$ cat config.mk
export PLATFORM = sky130hd
export DESIGN_NAME = apb_master_wt
export DESIGN_NICKNAME = d
export VERILOG_FILES = /design/src/rtl/apb_master_wt.sv
export SDC_FILE = /design/constraint.sdc
export NUM_CORES = 1
export LEC_CHECK = 0
export CELL_PAD_IN_SITES_DETAIL_PLACEMENT = 1
export CELL_PAD_IN_SITES_GLOBAL_PLACEMENT = 1
export CORE_ASPECT_RATIO = 0.9
export CORE_MARGIN = 3
export CORE_UTILIZATION = 34
export CTS_CLUSTER_SIZE = 8
export DETAILED_ROUTE_END_ITERATION = 16
export PLACE_DENSITY = 0.81
export SLEW_MARGIN = 25
export SYNTH_ARGS = -nofsm -noshare
export SYNTH_HDL_FRONTEND = slang
export SYNTH_SLANG_ARGS = --single-unit
$ cat constraint.sdc
create_clock -name PCLK -period 2.2 [get_ports PCLK]
set_clock_uncertainty 0.2 [all_clocks]
set_input_delay 0.66 -clock PCLK [delete_from_list [all_inputs] [get_ports PCLK]]
set_output_delay 0.66 -clock PCLK [all_outputs]
set_load 0.005 [all_outputs]
$ cat src/rtl/apb_master_wt.sv
// APB requester: turns single-beat commands into SETUP/ACCESS transfers,
// honouring PREADY wait states with an optional wait-state timeout abort.
module apb_master_wt #(
  parameter int ADDR_W  = 8,
  parameter int DATA_W  = 8,
  parameter int TIMEOUT = 15
) (
  input  logic              PCLK,
  input  logic              PRESETn,
  input  logic              cmd_valid,
  output logic              cmd_ready,
  input  logic              cmd_write,
  input  logic [ADDR_W-1:0] cmd_addr,
  input  logic [DATA_W-1:0] cmd_wdata,
  output logic              rsp_valid,
  output logic [DATA_W-1:0] rsp_rdata,
  output logic              rsp_err,
  output logic              rsp_timeout,
  output logic              PSEL,
  output logic              PENABLE,
  output logic              PWRITE,
  output logic [ADDR_W-1:0] PADDR,
  output logic [DATA_W-1:0] PWDATA,
  input  logic              PREADY,
  input  logic              PSLVERR,
  input  logic [DATA_W-1:0] PRDATA
);

  typedef enum logic [1:0] {IDLE, SETUP, ACCESS} state_t;

  localparam logic [7:0] TO_LIM = 8'(TIMEOUT);
  localparam bit         TO_EN  = (TIMEOUT != 0);

  state_t              state_q, state_d;
  logic                psel_q, psel_d;
  logic                penable_q, penable_d;
  logic                pwrite_q, pwrite_d;
  logic [ADDR_W-1:0]   paddr_q, paddr_d;
  logic [DATA_W-1:0]   pwdata_q, pwdata_d;
  logic                rsp_valid_q, rsp_valid_d;
  logic [DATA_W-1:0]   rsp_rdata_q, rsp_rdata_d;
  logic                rsp_err_q, rsp_err_d;
  logic                rsp_timeout_q, rsp_timeout_d;
  logic [7:0]          wait_cnt_q, wait_cnt_d;

  always_ff @(posedge PCLK or negedge PRESETn) begin
    if (!PRESETn) begin
      state_q       <= IDLE;
      psel_q        <= 1'b0;
      penable_q     <= 1'b0;
      pwrite_q      <= 1'b0;
      paddr_q       <= '0;
      pwdata_q      <= '0;
      rsp_valid_q   <= 1'b0;
      rsp_rdata_q   <= '0;
      rsp_err_q     <= 1'b0;
      rsp_timeout_q <= 1'b0;
      wait_cnt_q    <= '0;
    end else begin
      state_q       <= state_d;
      psel_q        <= psel_d;
      penable_q     <= penable_d;
      pwrite_q      <= pwrite_d;
      paddr_q       <= paddr_d;
      pwdata_q      <= pwdata_d;
      rsp_valid_q   <= rsp_valid_d;
      rsp_rdata_q   <= rsp_rdata_d;
      rsp_err_q     <= rsp_err_d;
      rsp_timeout_q <= rsp_timeout_d;
      wait_cnt_q    <= wait_cnt_d;
    end
  end

  always_comb begin
    state_d       = state_q;
    psel_d        = psel_q;
    penable_d     = penable_q;
    pwrite_d      = pwrite_q;
    paddr_d       = paddr_q;
    pwdata_d      = pwdata_q;
    rsp_valid_d   = 1'b0;
    rsp_rdata_d   = rsp_rdata_q;
    rsp_err_d     = rsp_err_q;
    rsp_timeout_d = rsp_timeout_q;
    wait_cnt_d    = wait_cnt_q;
    case (state_q)
      IDLE: begin
        if (cmd_valid) begin
          paddr_d    = cmd_addr;
          pwrite_d   = cmd_write;
          pwdata_d   = cmd_wdata;
          psel_d     = 1'b1;
          penable_d  = 1'b0;
          wait_cnt_d = '0;
          state_d    = SETUP;
        end
      end
      SETUP: begin
        penable_d = 1'b1;
        state_d   = ACCESS;
      end
      ACCESS: begin
        if (PREADY) begin
          psel_d        = 1'b0;
          penable_d     = 1'b0;
          rsp_valid_d   = 1'b1;
          rsp_err_d     = PSLVERR;
          rsp_timeout_d = 1'b0;
          rsp_rdata_d   = pwrite_q ? '0 : PRDATA;
          state_d       = IDLE;
        end else if (TO_EN && wait_cnt_q == TO_LIM) begin
          // TIMEOUT wait cycles have already elapsed with PREADY still low
          psel_d        = 1'b0;
          penable_d     = 1'b0;
          rsp_valid_d   = 1'b1;
          rsp_err_d     = 1'b1;
          rsp_timeout_d = 1'b1;
          rsp_rdata_d   = '0;
          state_d       = IDLE;
        end else if (wait_cnt_q != 8'hFF) begin
          wait_cnt_d = wait_cnt_q + 8'd1;
        end
      end
      default: state_d = IDLE;
    endcase
  end

  // Gated with PRESETn so every output reads 0 while reset is held
  assign cmd_ready   = (state_q == IDLE) && PRESETn;
  assign rsp_valid   = rsp_valid_q;
  assign rsp_rdata   = rsp_rdata_q;
  assign rsp_err     = rsp_err_q;
  assign rsp_timeout = rsp_timeout_q;
  assign PSEL        = psel_q;
  assign PENABLE     = penable_q;
  assign PWRITE      = pwrite_q;
  assign PADDR       = paddr_q;
  assign PWDATA      = pwdata_q;

endmodule

==> metrics.csv, run 1 <==
stage;metric;value;unit
worst_setup_path;crit_chain;clkdlybuf4s50_1 > nand2b_1 > nand2b_2 > inv_1 > buf_4 > mux2_2;
drt;drc_errors;0;
synthesis;yosys_warnings;0;
cts;cts_setup_buffers;0;
worst_setup_path;path_max_fanout;7;
worst_setup_path;cp-start-kind;input port;
global_route;use_met1;0.201;
worst_setup_path;critPathBufInv;3;
worst_setup_path;cp.depth;6;
worst_setup_path;cp.arrival;2.12;ns
cts;clk_pin_slew_worst_paths;0.07;ns
drt;routed_wl;5.02;mm
global_route;grt.overflow.total;0;
placement;hpwlAfterDp;3.90;mm
timing;slew_headroom;0.653;
worst_setup_path;slowest_delay;0.49;ns
worst_setup_path;cp_top_family;buffers and inverters;
pwr;total_power;3.09;mW
floorplan;core;0.00489;mm2
cts;cts_root_buf;clkbuf_8;
finish;final_common_cell;clkdlybuf4s50_1;
placement;place_area;0.00245;mm2
synthesis;synth_nets;166;
drt;drt-initial-drc-count;105;
timing;worst_pin_slew;0.521;ns
pwr;p_int;2.19;mW
worst_setup_path;worstRegToRegCells;5;
placement;place.gp.congestion;0.809;
worst_setup_path;end_kind;flip-flop;
finish;drive_gt1_frac;0.224;
synthesis;synth_cell_type_count;37;
floorplan;ioPinCount;61;
timing;finalCritPeriodShare;0.974;
global_route;grt_use_total;0.182;
global_route;busiest_layer;met2;
worst_setup_path;cp_data_required_time;2.17;ns
synthesis;ys_async_sr_fraction;1.00;
timing;max_freq;467;MHz
cts;numClockSinks;40;
global_route;grt_pass1_vias;1621;
pwr;combPwrFrac;0.419;
global_route;grt_use_met3;0.0662;
pwr;power_frac_clock;0.189;
floorplan;start_util;0.354;
cts;htree_levels;2;
global_route;grt_pass1_wl;8.18;mm
drt;wire_per_inst;18.2;um
finish;final_cell_mix;clkdlybuf4s50_1, dfrtp_1, mux2_2;
global_route;grt_max_degree;41;
timing;hold_violations;0;
global_route;antenna_found_initial;0;
drt;antenna_left;0;
floorplan;fp.dieArea;0.00599;mm2
job;drv_cap;0;
drt;drt_pass1_iterations;4;
floorplan;die_height;73.8;um
timing;setup_tns;0;ns
pwr;p_leak;1.10;nW
pwr;ir_worst_vdd;0.592;mV
global_route;grt_util_met2;0.332;
cts;cts_buffers;5;
worst_setup_path;critPathSlowestCell;clkdlybuf4s50_1;
timing;slew_viol_final;0;
synthesis;ys_seq_elements;40;
synthesis;synth-edff-count;0;
pwr;switching_share;0.293;
placement;place.port_buffers;60;
hold_path;hold_class;input port to async pin;
floorplan;rows;24;
synthesis;ys_seq_area_frac;0.577;
cts;clkLatencyLatePin;0.29;ns
synthesis;synth_cells;135;
finish;diodes;0;
synthesis;syn_area_per_cell;12.8;um2
synthesis;netlist_area;0.00173;mm2
pwr;switching_power;0.904;mW
finish;area_delta_synth_final;48.1;%
finish;fin_area;0.00257;mm2
pwr;pwr-share-seq;0.392;
cts;cts_tree;done;
timing;rsz0062_at_grt;no;
outcome;status;finished clean;
timing;setup-violations-final;0;
worst_setup_path;worst-setup-path-type;input port to flip-flop;
pwr;power_density;1200;mW/mm2
drt;vias_per_cell;5.20;
drt;vias;1429;
finish;fin_cells;275;
cts;cts_buffer_depth;2;
placement;dp.cells;267;
finish;nets;240;
timing;fin_crit;2.14;ns
floorplan;die_x;81.3;um
synthesis;synthFlopType;dfrtp_1;
metrics by stage:
step	worst slack (ns)	hold slack, ns	util
after global placement	-0.168	0.270	0.502
after floorplan	0.304	0.164	-
after detailed placement	-0.248	0.279	0.502
final	0.0570	0.238	0.525
after CTS	0.0515	0.248	0.523
after global routing	0.00300	0.268	0.525
layout make-up:
cell class / count / area (um2)
Clock buffer: 6 / 72.6
Clock inverter: 2 / 35.0
Fill cell: 514 / 2330
Inverter: 3 / 11.3
Multi-Input combinational cell: 88 / 686
Sequential cell: 40 / 1000
Tap cell: 65 / 81.3
Timing Repair Buffer: 71 / 681
cells by family after synthesis:
kind of cell	Yosys count	share of synthesized area
muxes	17	0.110
and+or+nand+nor	33	0.123
buffers and inverters	7	0.0289
adders and majority gates	1	0.00721
DFF	40	0.577
AOI/OAI and AO/OA	37	0.154
worst paths after layout:
check / startpoint / end / slack, ns
worst max-delay path: cmd_valid / PWDATA[2]$_DFFE_PN0P_ / 0.06
worst min-delay path: PRESETn / rsp_rdata[2]$_DFFE_PN0P_ / 0.24
worst max register to register: wait_cnt_q[0]$_DFFE_PN0P_ / wait_cnt_q[2]$_DFFE_PN0P_ / 0.22
worst min register to register: PSEL$_DFFE_PN0P_ / PSEL$_DFFE_PN0P_ / 0.30
max in group asynchronous: PRESETn / wait_cnt_q[4]$_DFFE_PN0P_ / 1.20
min in group PCLK: PSEL$_DFFE_PN0P_ / PSEL$_DFFE_PN0P_ / 0.30
what timing repair did:
item,CTS,global route
gates cloned,0,0
hold buffers,0,0
endpoints found under the setup margin,1,18
resized for setup,1,2
Yosys cell counts (3+ instances only):
| cell type | n | area, um2 |
|---|---|---|
| dfrtp_1 | 40 | 1000 |
| mux2_2 | 17 | 191 |
| o21ai_0 | 9 | 45.0 |
| a22o_1 | 7 | 61.3 |
| nand2_1 | 5 | 18.8 |
| nor3_1 | 5 | 25.0 |
| a21oi_1 | 4 | 20.0 |
| buf_6 | 3 | 33.8 |
| inv_1 | 3 | 11.3 |
| nand2b_1 | 3 | 18.8 |
| nand3_1 | 3 | 15.0 |
| nor2b_1 | 3 | 18.8 |
| o211ai_1 | 3 | 22.5 |
power by group through the flow:
| stage | Combinational, mW | Sequential, mW | Clock, mW |
|---|---|---|---|
| CTS | 1.31 | 1.21 | 0.603 |
| global route | 1.41 | 1.24 | 0.633 |
| finish | 1.29 | 1.21 | 0.584 |
| floorplan | 0.492 | 1.21 | 0 |
| detailed placement | 1.31 | 1.22 | 0 |
| global placement | 1.24 | 1.19 | 0 |
state kept, by name, indices dropped and copies added (netlist names):
register	flops
rsp_rdata	8
state_q	2
wait_cnt_q	8
PENABLE	1
rsp_valid	1
rsp_timeout	1
rsp_err	1
PSEL	1
PWRITE	1
PWDATA	8
PADDR	8
routing by layer:
metal | wire (um) | up-vias
li1 | - | 644
met1 | 1900 | 726
met2 | 2740 | 48
met3 | 315 | 11
met4 | 63 | 0
met5 | 0 | -
(Power assumes the default switching activity.)
==> run 2, diff against run 1 <==
--- a/config.mk
+++ b/config.mk
@@ -15,3 +15,2 @@
 export PLACE_DENSITY = 0.81
-export SLEW_MARGIN = 25
 export SYNTH_ARGS = -nofsm -noshare
--- a/constraint.sdc
+++ b/constraint.sdc
@@ -4,2 +4,2 @@
 set_output_delay 0.66 -clock PCLK [all_outputs]
-set_load 0.005 [all_outputs]
+set_load 0.02 [all_outputs]
==> metrics.csv, run 2 (synthesis results as in run 1) <==
stage;metric;value;unit
outcome;status;finished clean;
worst_setup_path;end_kind;output port;
drt;routed_wl;4.88;mm
cts;cts_buffers;5;
timing;worst_pin_slew;0.507;ns
timing;max_freq;464;MHz
worst_setup_path;worstRegToRegCells;5;
global_route;grt_pass1_wl;7.96;mm
pwr;power_density;1340;mW/mm2
drt;vias_per_cell;5.21;
worst_setup_path;r2r-end;wait_cnt_q[1]$_DFFE_PN0P_;
finish;diodes;0;
global_route;grt_pass1_vias;1592;
worst_setup_path;worst-setup-path-type;flip-flop to output port;
timing;timing.hold.ws;0.219;ns
pwr;p_leak;1.14;nW
timing;setup_ws;0.0441;ns
hold_path;hold_class;input port to async pin;
floorplan;rows;24;
worst_setup_path;path_max_fanout;2;
floorplan;die_x;81.3;um
global_route;grt_use_total;0.178;
pwr;total_power;3.47;mW
placement;place.gp.congestion;0.810;
finish;area_delta_synth_final;49.9;%
timing;fin_crit;2.16;ns
worst_setup_path;crit_chain;clkdlybuf4s50_1;
worst_setup_path;critPathBufInv;1;
finish;final_core_util;0.531;
floorplan;start_util;0.354;
timing;slew_viol_final;0;
drt;vias;1433;
drt;drt_pass1_iterations;4;
timing;slew_headroom;0.662;
finish;nFillCells;518;
pwr;ir_worst_vdd;0.619;mV
finish;fin_cells;275;
timing;hold_violations;0;
cts;htree_levels;2;
finish;fin_area;0.00260;mm2
floorplan;fp.dieArea;0.00599;mm2
worst_setup_path;cp_top_family;buffers and inverters;
floorplan;ioPinCount;61;
drt;wire_per_inst;17.7;um
placement;place_area;0.00247;mm2
cts;cts_root_buf;clkbuf_8;
finish;final_cell_mix;clkdlybuf4s50_1, dfrtp_1, mux2_2;
timing;setup_tns;0;ns
worst_setup_path;cp_data_required_time;1.34;ns
worst_setup_path;reg2reg_from;wait_cnt_q[4]$_DFFE_PN0P_;
drt;drc_errors;0;
worst_setup_path;slowest_delay;0.63;ns
worst_setup_path;cp-start-kind;flip-flop;
worst_setup_path;rrSetupSlack;0.16;ns
placement;hpwlAfterDp;3.63;mm
cts;cts_tree;done;
timing;rsz0062_at_grt;no;
cts;cts_buffer_depth;2;
placement;dp.cells;267;
cts;numClockSinks;40;
global_route;grt_max_degree;41;
timing;finalCritPeriodShare;0.980;
drt;drt-initial-drc-count;78;
finish;drive_gt1_frac;0.233;
global_route;antenna_found_initial;0;
worst_setup_path;cp.arrival;1.30;ns
finish;final_common_cell;clkdlybuf4s50_1;
finish;nets;240;
cts;clkLatencyLatePin;0.30;ns
worst_setup_path;critPathSlowestCell;clkdlybuf4s50_1;
cts;clk_pin_slew_worst_paths;0.08;ns
drt;antenna_left;0;
placement;dp_slack;-0.265;ns
floorplan;die_height;73.8;um
placement;place.port_buffers;60;
global_route;grt.overflow.total;0;
floorplan;core;0.00489;mm2
job;drv_cap;0;
timing;setup-violations-final;0;
cts;cts_setup_buffers;0;
==> run 2: cell count changes in the layout (fill, tap and decap cells not counted), sizes merged <==
cell | before | now
dlymetal6s2s | 0 | 3
dlygate4sd2 | 1 | 0
clkdlybuf4s50 | 58 | 55
clkbuf | 6 | 8
clkinv | 1 | 0
==> run 2: how the worst max path moves through the flow <==
stage | slack (ns) | to | start | cells past startpoint
6_report | 0.04 | rsp_rdata[0] | rsp_rdata[0]$_DFFE_PN0P_ | 1
5_1_grt | 0.008 | wait_cnt_q[1]$_DFFE_PN0P_ | wait_cnt_q[4]$_DFFE_PN0P_ | 5
4_1_cts | 0.02 | PWRITE | PWRITE$_DFFE_PN0P_ | 1
3_5_place_dp | -0.26 | cmd_ready | PRESETn | 3
3_3_place_gp | -0.19 | cmd_ready | PRESETn | 3
2_1_floorplan | 0.16 | cmd_ready | PRESETn | 1
==> run 2: final cells by class <==
| cell class | instances | area (um2) | share of cell area |
|---|---|---|---|
| clock buffer | 7 | 96.3 | 0.0371 |
| clock inverter | 1 | 30.0 | 0.0116 |
| inverter | 3 | 11.3 | 0.00433 |
| tap | 65 | 81.3 | 0.0313 |
| multi-input combinational | 88 | 686 | 0.264 |
| timing repair buffer | 71 | 693 | 0.267 |
| sequential | 40 | 1000 | 0.385 |
==> run 2: routing by layer <==
layer	vias up	track usage	wire [um]
met3	7	0.0588	276
met1	731	0.207	1980
li1	650	-	-
met2	45	0.309	2560
met5	-	0	0
met4	0	0.0582	59
==> run 2: what timing repair did <==
action,in CTS,in global routing
setup endpoints to repair,1,11
resized for setup,1,7
hold buffers,0,0
==> run 2: power breakdown <==
group          internal [mW]  total [mW]  switching (mW)  leakage, nW
registers               1.02        1.20           0.178        0.501
logic                  0.832        1.61           0.778        0.578
clock network          0.400       0.661           0.261       0.0645
==> run 3, diff against run 2 <==
GPL_TIMING_DRIVEN = 0   (was default)
==> metrics.csv, run 3 (synthesis results as in run 1) <==
stage;metric;value;unit
timing;max_freq;464;MHz
drt;routed_wl;4.76;mm
worst_setup_path;critPathSlowestCell;clkdlybuf4s50_1;
worst_setup_path;end_kind;output port;
drt;drt-initial-drc-count;46;
cts;htree_levels;2;
job;drv_cap;0;
pwr;ir_worst_vdd;0.644;mV
floorplan;fp.dieArea;0.00599;mm2
global_route;grt_use_total;0.175;
global_route;grt.overflow.total;0;
outcome;status;finished, violations left;
pwr;combPwrFrac;0.485;
timing;timing.hold.ws;-0.00333;ns
worst_setup_path;r2r-end;wait_cnt_q[2]$_DFFE_PN0P_;
drt;antenna_left;0;
timing;rsz0062_at_grt;no;
global_route;grt_pass1_wl;7.87;mm
finish;nets;235;
finish;fin_cells;269;
worst_setup_path;cp_top_family;buffers and inverters;
floorplan;die_height;73.8;um
worst_setup_path;critPathBufInv;1;
drt;drt_pass1_iterations;4;
cts;cts_buffer_depth;2;
cts;cts_root_buf;clkbuf_8;
worst_setup_path;cp_data_required_time;1.34;ns
pwr;power_density;1270;mW/mm2
worst_setup_path;cp-start-kind;flip-flop;
drt;vias;1396;
floorplan;start_util;0.354;
pwr;p_leak;1.09;nW
placement;dp.cells;260;
placement;hpwlAfterDp;3.66;mm
cts;numClockSinks;40;
cts;cts_buffers;5;
worst_setup_path;worst-setup-path-type;flip-flop to output port;
worst_setup_path;path_max_fanout;2;
drt;wire_per_inst;17.7;um
worst_setup_path;crit_chain;clkdlybuf4s50_1;
worst_setup_path;reg2reg_from;wait_cnt_q[0]$_DFFE_PN0P_;
timing;fin_crit;2.15;ns
floorplan;die_x;81.3;um
hold_path;hold_class;input port to async pin;
timing;finalCritPeriodShare;0.979;
global_route;grt_pass1_vias;1580;
worst_setup_path;startpoint;rsp_rdata[5]$_DFFE_PN0P_;
pwr;switching_share;0.366;
worst_setup_path;cp.arrival;1.29;ns
timing;setup-violations-final;0;
finish;final_common_cell;clkdlybuf4s50_1;
worst_setup_path;rrSetupSlack;0.23;ns
floorplan;rows;24;
worst_setup_path;worstRegToRegCells;5;
pwr;pwr-share-seq;0.375;
global_route;grt_max_degree;42;
placement;place.gp.congestion;0.814;
pwr;p_int;2.06;mW
drt;drc_errors;0;
timing;worst_pin_slew;0.574;ns
floorplan;core;0.00489;mm2
floorplan;ioPinCount;61;
finish;final_cell_mix;clkdlybuf4s50_1, dfrtp_1, mux2_2;
pwr;power_frac_clock;0.140;
finish;diodes;0;
worst_setup_path;slowest_delay;0.62;ns
outcome;violations;negative hold slack;
global_route;antenna_found_initial;0;
finish;area_delta_synth_final;46.9;%
drt;vias_per_cell;5.19;
placement;place.port_buffers;60;
timing;slew_viol_final;0;
timing;slew_headroom;0.616;
finish;final_core_util;0.520;
cts;clkLatencyLatePin;0.29;ns
finish;drive_gt1_frac;0.206;
timing;hold_violations;8;
cts;clk_pin_slew_worst_paths;0.08;ns
cts;cts_tree;done;
pwr;switching_power;1.19;mW
==> run 3: worst max-delay path by stage <==
stage	to	slack, ns	cells after the start
CTS	PADDR[3]$_DFFE_PN0P_	0.002	7
floorplan	cmd_ready	0.16	1
global route	PADDR[0]$_DFFE_PN0P_	0.004	7
finish	rsp_rdata[5]	0.05	1
detailed placement	cmd_ready	-0.99	3
global placement	cmd_ready	-2.00	3
==> run 3: final cells by class <==
type / instances / area (um2)
multi-input cells: 88 / 688
fillers: 514 / 2350
clock buffers: 6 / 72.6
clock inverters: 1 / 5.00
plain buffers: 4 / 42.5
well taps: 65 / 81.3
repair buffers: 62 / 646
flip-flops and latches: 40 / 1000
inverters: 3 / 11.3
==> run 3: per-layer routing <==
| metal | track usage | vias up | part of all wire |
|---|---|---|---|
| met4 | 0.0507 | 0 | 0.020 |
| met3 | 0.0588 | 11 | 0.064 |
| met1 | 0.198 | 702 | 0.39 |
| met5 | 0 | - | 0 |
| li1 | - | 644 | - |
| met2 | 0.313 | 39 | 0.53 |
==> run 3: what timing repair did <==
item / in CTS / in global routing
hold buffers: 0 / 1
setup buffers: 1 / 0
gates resized for setup: 11 / 3
hold endpoints to repair: 0 / 2
endpoints found under the setup margin: 9 / 13
cloned: 0 / 0
==> run 3: per-stage QoR <==
stage               hold slack [ns]  instance area, um2  setup slack [ns]  setup TNS [ns]  total power, mW
global placement              0.274                2420             -2.00          -35.15             2.70
global route              0.0000577                2550           0.00376               0             3.44
finish                     -0.00333                2550            0.0467               0             3.25
detailed placement            0.274                2410            -0.994           -7.46             2.79
floorplan                     0.164                1730             0.159               0             2.00
CTS                         0.00557                2530           0.00198               0             3.29
==> run 3: power by group through the flow <==
stage | sequential, mW | clock [mW] | combinational, mW
5_1_grt | 1.26 | 0.503 | 1.67
3_3_place_gp | 1.20 | 0 | 1.50
4_1_cts | 1.23 | 0.467 | 1.59
6_report | 1.22 | 0.454 | 1.57
2_1_floorplan | 1.51 | 0 | 0.497
3_5_place_dp | 1.24 | 0 | 1.55
==> run 3: worst reg2reg max path: stages (launching register included) <==
cell and delay (ns):
dfrtp_1 0.43, ha_1 0.29, and3_1 0.22, o21ai_1 0.20, a21oi_2 0.17, a221o_1 0.37
